==> src/rtl/frame_builder.sv <==
// Device-to-host response framer: SOF, STATUS, CMD, optional read data, CRC-8.
// Streams one byte per cycle into the UART TX FIFO, stalling while it is full.
module frame_builder #(
   parameter logic [7:0] SOF_DEVICE_TO_HOST = 8'hA5
) (
   input  logic             clk,
   input  logic             rst_n,
   input  logic             rsp_valid,
   output logic             rsp_ready,
   input  logic [7:0]       rsp_status,
   input  logic [7:0]       rsp_cmd,
   input  logic [63:0][7:0] rsp_data,
   output logic [7:0]       tx_fifo_data,
   output logic             tx_fifo_wr_en,
   input  logic             tx_fifo_full,
   output logic             frame_done,
   output logic             builder_busy
);

   typedef enum logic [2:0] {
      S_IDLE,
      S_SOF,
      S_STATUS,
      S_CMD,
      S_DATA,
      S_CRC
   } state_t;

   state_t           state_q, state_d;
   logic [7:0]       crc_q, crc_d;
   logic [5:0]       idx_q, idx_d;
   logic [7:0]       status_q, status_d;
   logic [7:0]       cmd_q, cmd_d;
   logic [63:0][7:0] data_q, data_d;
   logic [6:0]       n_bytes;
   logic [6:0]       len_plus1;
   logic             last_data;

   // CRC-8, poly 0x07, MSB first, no reflection.
   function automatic logic [7:0] crc8_update(input logic [7:0] crc, input logic [7:0] byte_in);
      logic [7:0] c;
      c = crc ^ byte_in;
      for (int i = 0; i < 8; i++) begin
         c = c[7] ? ((c << 1) ^ 8'h07) : (c << 1);
      end
      return c;
   endfunction

   always_comb begin
      len_plus1 = {3'b000, cmd_q[3:0]} + 7'd1;
      n_bytes   = 7'd0;
      if (cmd_q[7] && (status_q == 8'h00)) begin
         case (cmd_q[5:4])
            2'b00:   n_bytes = len_plus1;
            2'b01:   n_bytes = len_plus1 << 1;
            2'b10:   n_bytes = len_plus1 << 2;
            default: n_bytes = 7'd0;
         endcase
      end
      last_data = ({1'b0, idx_q} == (n_bytes - 7'd1));
   end

   always_comb begin
      state_d       = state_q;
      crc_d         = crc_q;
      idx_d         = idx_q;
      status_d      = status_q;
      cmd_d         = cmd_q;
      data_d        = data_q;
      rsp_ready     = (state_q == S_IDLE);
      builder_busy  = (state_q != S_IDLE);
      tx_fifo_wr_en = 1'b0;
      tx_fifo_data  = 8'h00;
      frame_done    = 1'b0;

      case (state_q)
         S_IDLE: begin
            if (rsp_valid) begin
               status_d = rsp_status;
               cmd_d    = rsp_cmd;
               data_d   = rsp_data;
               crc_d    = 8'h00;
               idx_d    = 6'd0;
               state_d  = S_SOF;
            end
         end
         S_SOF: begin
            tx_fifo_data  = SOF_DEVICE_TO_HOST;
            tx_fifo_wr_en = !tx_fifo_full;
            if (tx_fifo_wr_en) state_d = S_STATUS;
         end
         S_STATUS: begin
            tx_fifo_data  = status_q;
            tx_fifo_wr_en = !tx_fifo_full;
            if (tx_fifo_wr_en) begin
               crc_d   = crc8_update(crc_q, status_q);
               state_d = S_CMD;
            end
         end
         S_CMD: begin
            tx_fifo_data  = cmd_q;
            tx_fifo_wr_en = !tx_fifo_full;
            if (tx_fifo_wr_en) begin
               crc_d   = crc8_update(crc_q, cmd_q);
               state_d = (n_bytes == 7'd0) ? S_CRC : S_DATA;
            end
         end
         S_DATA: begin
            tx_fifo_data  = data_q[idx_q];
            tx_fifo_wr_en = !tx_fifo_full;
            if (tx_fifo_wr_en) begin
               crc_d = crc8_update(crc_q, data_q[idx_q]);
               // Index stops at the last byte, so it never passes 63.
               if (last_data) state_d = S_CRC;
               else           idx_d   = idx_q + 6'd1;
            end
         end
         S_CRC: begin
            tx_fifo_data  = crc_q;
            tx_fifo_wr_en = !tx_fifo_full;
            if (tx_fifo_wr_en) begin
               frame_done = 1'b1;
               state_d    = S_IDLE;
            end
         end
         default: state_d = S_IDLE;
      endcase
   end

   always_ff @(posedge clk or negedge rst_n) begin
      if (!rst_n) begin
         state_q <= S_IDLE;
         crc_q   <= 8'h00;
         idx_q   <= 6'd0;
      end else begin
         state_q <= state_d;
         crc_q   <= crc_d;
         idx_q   <= idx_d;
      end
   end

   // Captured response payload needs no reset; it is only read after a capture.
   always_ff @(posedge clk) begin
      status_q <= status_d;
      cmd_q    <= cmd_d;
      data_q   <= data_d;
   end

endmodule
==> config.mk <==
export PLATFORM = sky130hd
export DESIGN_NAME = frame_builder
export DESIGN_NICKNAME = d
export VERILOG_FILES = /design/src/rtl/frame_builder.sv
export SDC_FILE = /design/constraint.sdc
export NUM_CORES = 1
export LEC_CHECK = 0
export CORE_ASPECT_RATIO = 1.5
export CORE_UTILIZATION = 50
export DETAILED_ROUTE_END_ITERATION = 12
export PLACE_DENSITY_LB_ADDON = 0.25
export RECOVER_POWER = 25
export SLEW_MARGIN = 10
export SYNTH_ARGS = -nofsm -noshare
export SYNTH_HDL_FRONTEND = slang
export SYNTH_SLANG_ARGS = --single-unit
==> constraint.sdc <==
create_clock -name clk -period 16.9 [get_ports clk]
set_input_delay 2.535 -clock clk [delete_from_list [all_inputs] [get_ports clk]]
set_output_delay 2.535 -clock clk [all_outputs]
set_load 0.1 [all_outputs]
==> results.md <==
- DRT antenna net count: 0
- Root Driver: clkbuf_16
- Vias: between 10k and 15k
- Power per cell area: 151 nW/um2
- Die Width: 175 um
- Ys flop type: edfxtp_1
- Share of layout cells above drive strength 1: 12.4%
- Post-DP HPWL: 46.8 mm
- Xor/xnor share of the synthesized area: around 3.1%
- Maxcap violations: 0
- Worst IR Drop VDD: 0.120 mV
- Number of flops mapped to enable cells by yosys: around 530
- DRC Markers: 0
- Setup crit end kind: output port
- Tcrit/Tclk final: 49.1%
- Final setup margin: roughly 8.6 ns
- Synth Instances: 1181
- Number of fill cells: 2954
- WL met3: about 3.6 mm
- Post-Syn Area per Cell: 19.1 um2
- Avg WL per Cell: 26.8 um
- Number of global-route vias before repair: approximately 14k
- Die Height: 262 um
- Post-CTS setup buffer count: 0
- # hold bufs at CTS: 0
- First-pass GRT wire length: 89.1 mm
- Fin. Hold Viols: 0
- First-pass DRT Iterations: 7
- Place WS: just over 9 ns
- Worst-margin pin slew: around 1.2 ns
- Adder-Cell Fraction of Synth Area: less than 1%
- Post-synthesis mux area share: 15.1%
- RSZ-0062 raised after global routing: false
- Vias per Instance: between 5 and 6
- Met2 WL: 35.4 mm
- Top sig layer: met5
- Port Buffers: 543
- Leakage: 9.93 nW
- Largest net degree at the start of global routing: between 200 and 250
- Met1 WL: between 20 and 25 mm
- Crit Path Class: flip-flop to output port
- Crit-path max FO: 71
- WHS Path Cells: 2
- Clock buffer depth: 3
- Tot GR Track Use: a little over a quarter
- CP Launch Type: flip-flop
- Net count, final: 2263
- Slew Limit Headroom: 18.7%
- Sequential area share after synthesis: roughly 72%
- CP arrival: 5.76 ns
- Post-CTS sizing: 0
- Clock sink total: 545
- Netlist Area Pre-Place: 22500 um2
- Routability cong.: 0.897
- CP required: 14.37 ns
- Congestion Overflow GR: 0
- Largest family of logic cells by synthesized area: multiplexers
- CTS Buf Count: 51
- Simple-gate share of the synthesized area: 2.71%
- Setup violators final: 0
- Drt total wl: 63.3 mm
- Post-synthesis compound-gate area fraction: 4.55%
- Synth Warn #: 0
- CTS clock-pin slew for the worst setup and hold paths: 0.06 ns
- Initial antenna violation count: 38
- Fraction of registers with async set/reset: 3.12%
- Area grow syn2layout: 33.4%
- Ports: 544
- Starting Density: 51.0%
- CTS H-tree lvls: 2
- R2R cell count: 12
- Die ar.: 46000 um2
- Total power: between 4 and 5 mW
- Worst-Skew Late Latency: 0.58 ns
- Clk_skew: 0.0182 ns
- Status: complete, no violations
- Maximum clock frequency: 0.121 GHz
- Tmin final: 8.30 ns
- Synth unique cells: 61
- Initial drt markers: 1189
- Post-synthesis register bit count: 545
- Syn Nets: roughly 1.7k
- Row count: 94
- CTS tree: built
- Setup TNS Final: 0 ns
- Slew Viols, Final: 0
- Reg-to-reg slack, setup: 12.15 ns
- HP Class: flip-flop to flip-flop
- Core area: 44200 um2
-- critical path: stages, from the launching register on --
cell and delay [ns]:
dfrtp_4 0.85, buf_4 0.86, nand3_1 0.61, o221ai_1 0.38, a21oi_1 0.07, a22oi_1 0.41
mux2i_1 0.24, a211o_1 0.36, o21ai_0 0.09, clkdlybuf4s50_1 1.17
-- cells in the mapped netlist, drive strengths merged (5+ instances only) --
library cell,instances,share of area [%]
a221oi,7,0.27
nand3,17,0.38
nor3,8,0.18
dfrtp,17,1.9
xor2,17,0.69
inv,13,0.22
buf,38,1.4
edfxtp,528,70
o22ai,11,0.31
nand3b,5,0.17
o21ai,38,0.84
nand2,48,0.80
nor2,30,0.50
a22oi,20,0.73
mux4,121,12
clkbuf,25,0.42
o221ai,6,0.23
mux2i,66,3.0
nor2b,5,0.14
a21oi,39,0.87
a211oi,7,0.28
xnor2,61,2.4
-- registers in the layout, summed over array words and instances (netlist names) --
signal and count:
crc_q 8, cmd_q 8, idx_q 6, data_q 512, status_q 8, state_q 3
-- where the power goes --
| part | switching, mW | internal, mW | total (mW) |
|---|---|---|---|
| combinational | 0.829 | 0.699 | 1.53 |
| clock | 0.480 | 0.620 | 1.10 |
| sequential | 0.134 | 1.78 | 1.91 |
-- worst paths after layout --
| kind | from | endpoint |
|---|---|---|
| setup / recovery | idx_q[1]$_DFFE_PN0P_ | tx_fifo_data[6] |
| hold / removal | crc_q[0]$_DFFE_PN0P_ | crc_q[0]$_DFFE_PN0P_ |
| setup reg to reg | idx_q[1]$_DFFE_PN0P_ | crc_q[2]$_DFFE_PN0P_ |
| hold reg to reg | crc_q[0]$_DFFE_PN0P_ | crc_q[0]$_DFFE_PN0P_ |
| max in group asynchronous | rst_n | idx_q[1]$_DFFE_PN0P_ |
| min in group asynchronous | rst_n | crc_q[6]$_DFFE_PN0P_ |
-- area by class of cell --
cell class | instances | area, um2 | area share (%)
flip-flops and latches | 545 | 16300 | 54.2
clock inverters | 29 | 243 | 0.807
repair buffers | 556 | 5560 | 18.5
clock buffers | 60 | 1330 | 4.43
well taps | 576 | 721 | 2.40
diodes | 24 | 60.1 | 0.200
multi-input cells | 558 | 5820 | 19.3
inverters | 15 | 63.8 | 0.212
-- routing by layer --
layer  global-route usage (%)  up-vias
li1                         -     5925
met1                     30.0     6756
met2                     51.6      600
met3                     4.43      151
met4                     11.4        8
met5                        0        -
-- cells by family after synthesis --
group,Yosys count
buffers and inverters,78
multiplexers,189
AND/OR/NAND/NOR,132
AO/OA/AOI/OAI,155
flip-flops,545
adder cells (fa/ha/maj),4
XOR/XNOR,78
-- through the flow --
stage | std cells | util (%) | area [um2] | hold WS [ns]
final | 2363 | 68.0 | 30100 | 0.581
after global routing | 2359 | 68.0 | 30100 | 0.618
after CTS | 2339 | 67.9 | 30000 | 0.582
after detailed placement | 2250 | 64.3 | 28400 | 0.568
after global placement | 2250 | 64.3 | 28400 | 0.572
after floorplan | 1181 | - | 22500 | 0.524
-- cell usage in the layout (no fill, tap or decap), types with 3 or more instances in the layout --
cell type | netlist | routed
a211oi_1 | 5 | 5
a21oi_1 | 39 | 39
a221o_1 | 3 | 3
a221oi_1 | 7 | 7
a22oi_1 | 17 | 17
a22oi_2 | 3 | 3
and3_1 | 4 | 4
buf_4 | 4 | 11
bufinv_16 | 0 | 4
clkbuf_1 | 25 | 8
clkbuf_16 | 0 | 52
clkdlybuf4s50_1 | 0 | 268
clkinv_1 | 2 | 19
clkinv_2 | 0 | 5
dfrtp_1 | 17 | 13
diode_2 | 0 | 24
dlygate4sd3_1 | 0 | 275
edfxtp_1 | 528 | 528
ha_1 | 4 | 4
inv_1 | 13 | 11
mux2i_1 | 64 | 64
mux4_2 | 121 | 121
nand2_1 | 48 | 48
nand2b_1 | 3 | 3
nand3_1 | 17 | 17
nand3b_1 | 5 | 5
nand4_1 | 3 | 3
nor2_1 | 30 | 29
nor2b_1 | 5 | 5
nor3_1 | 8 | 8
o211ai_1 | 4 | 4
o21ai_0 | 31 | 31
o21ai_1 | 7 | 7
o221ai_1 | 6 | 6
o22ai_1 | 11 | 11
xnor2_1 | 59 | 59
xor2_1 | 16 | 16
Power figures use the tool's default switching activity.
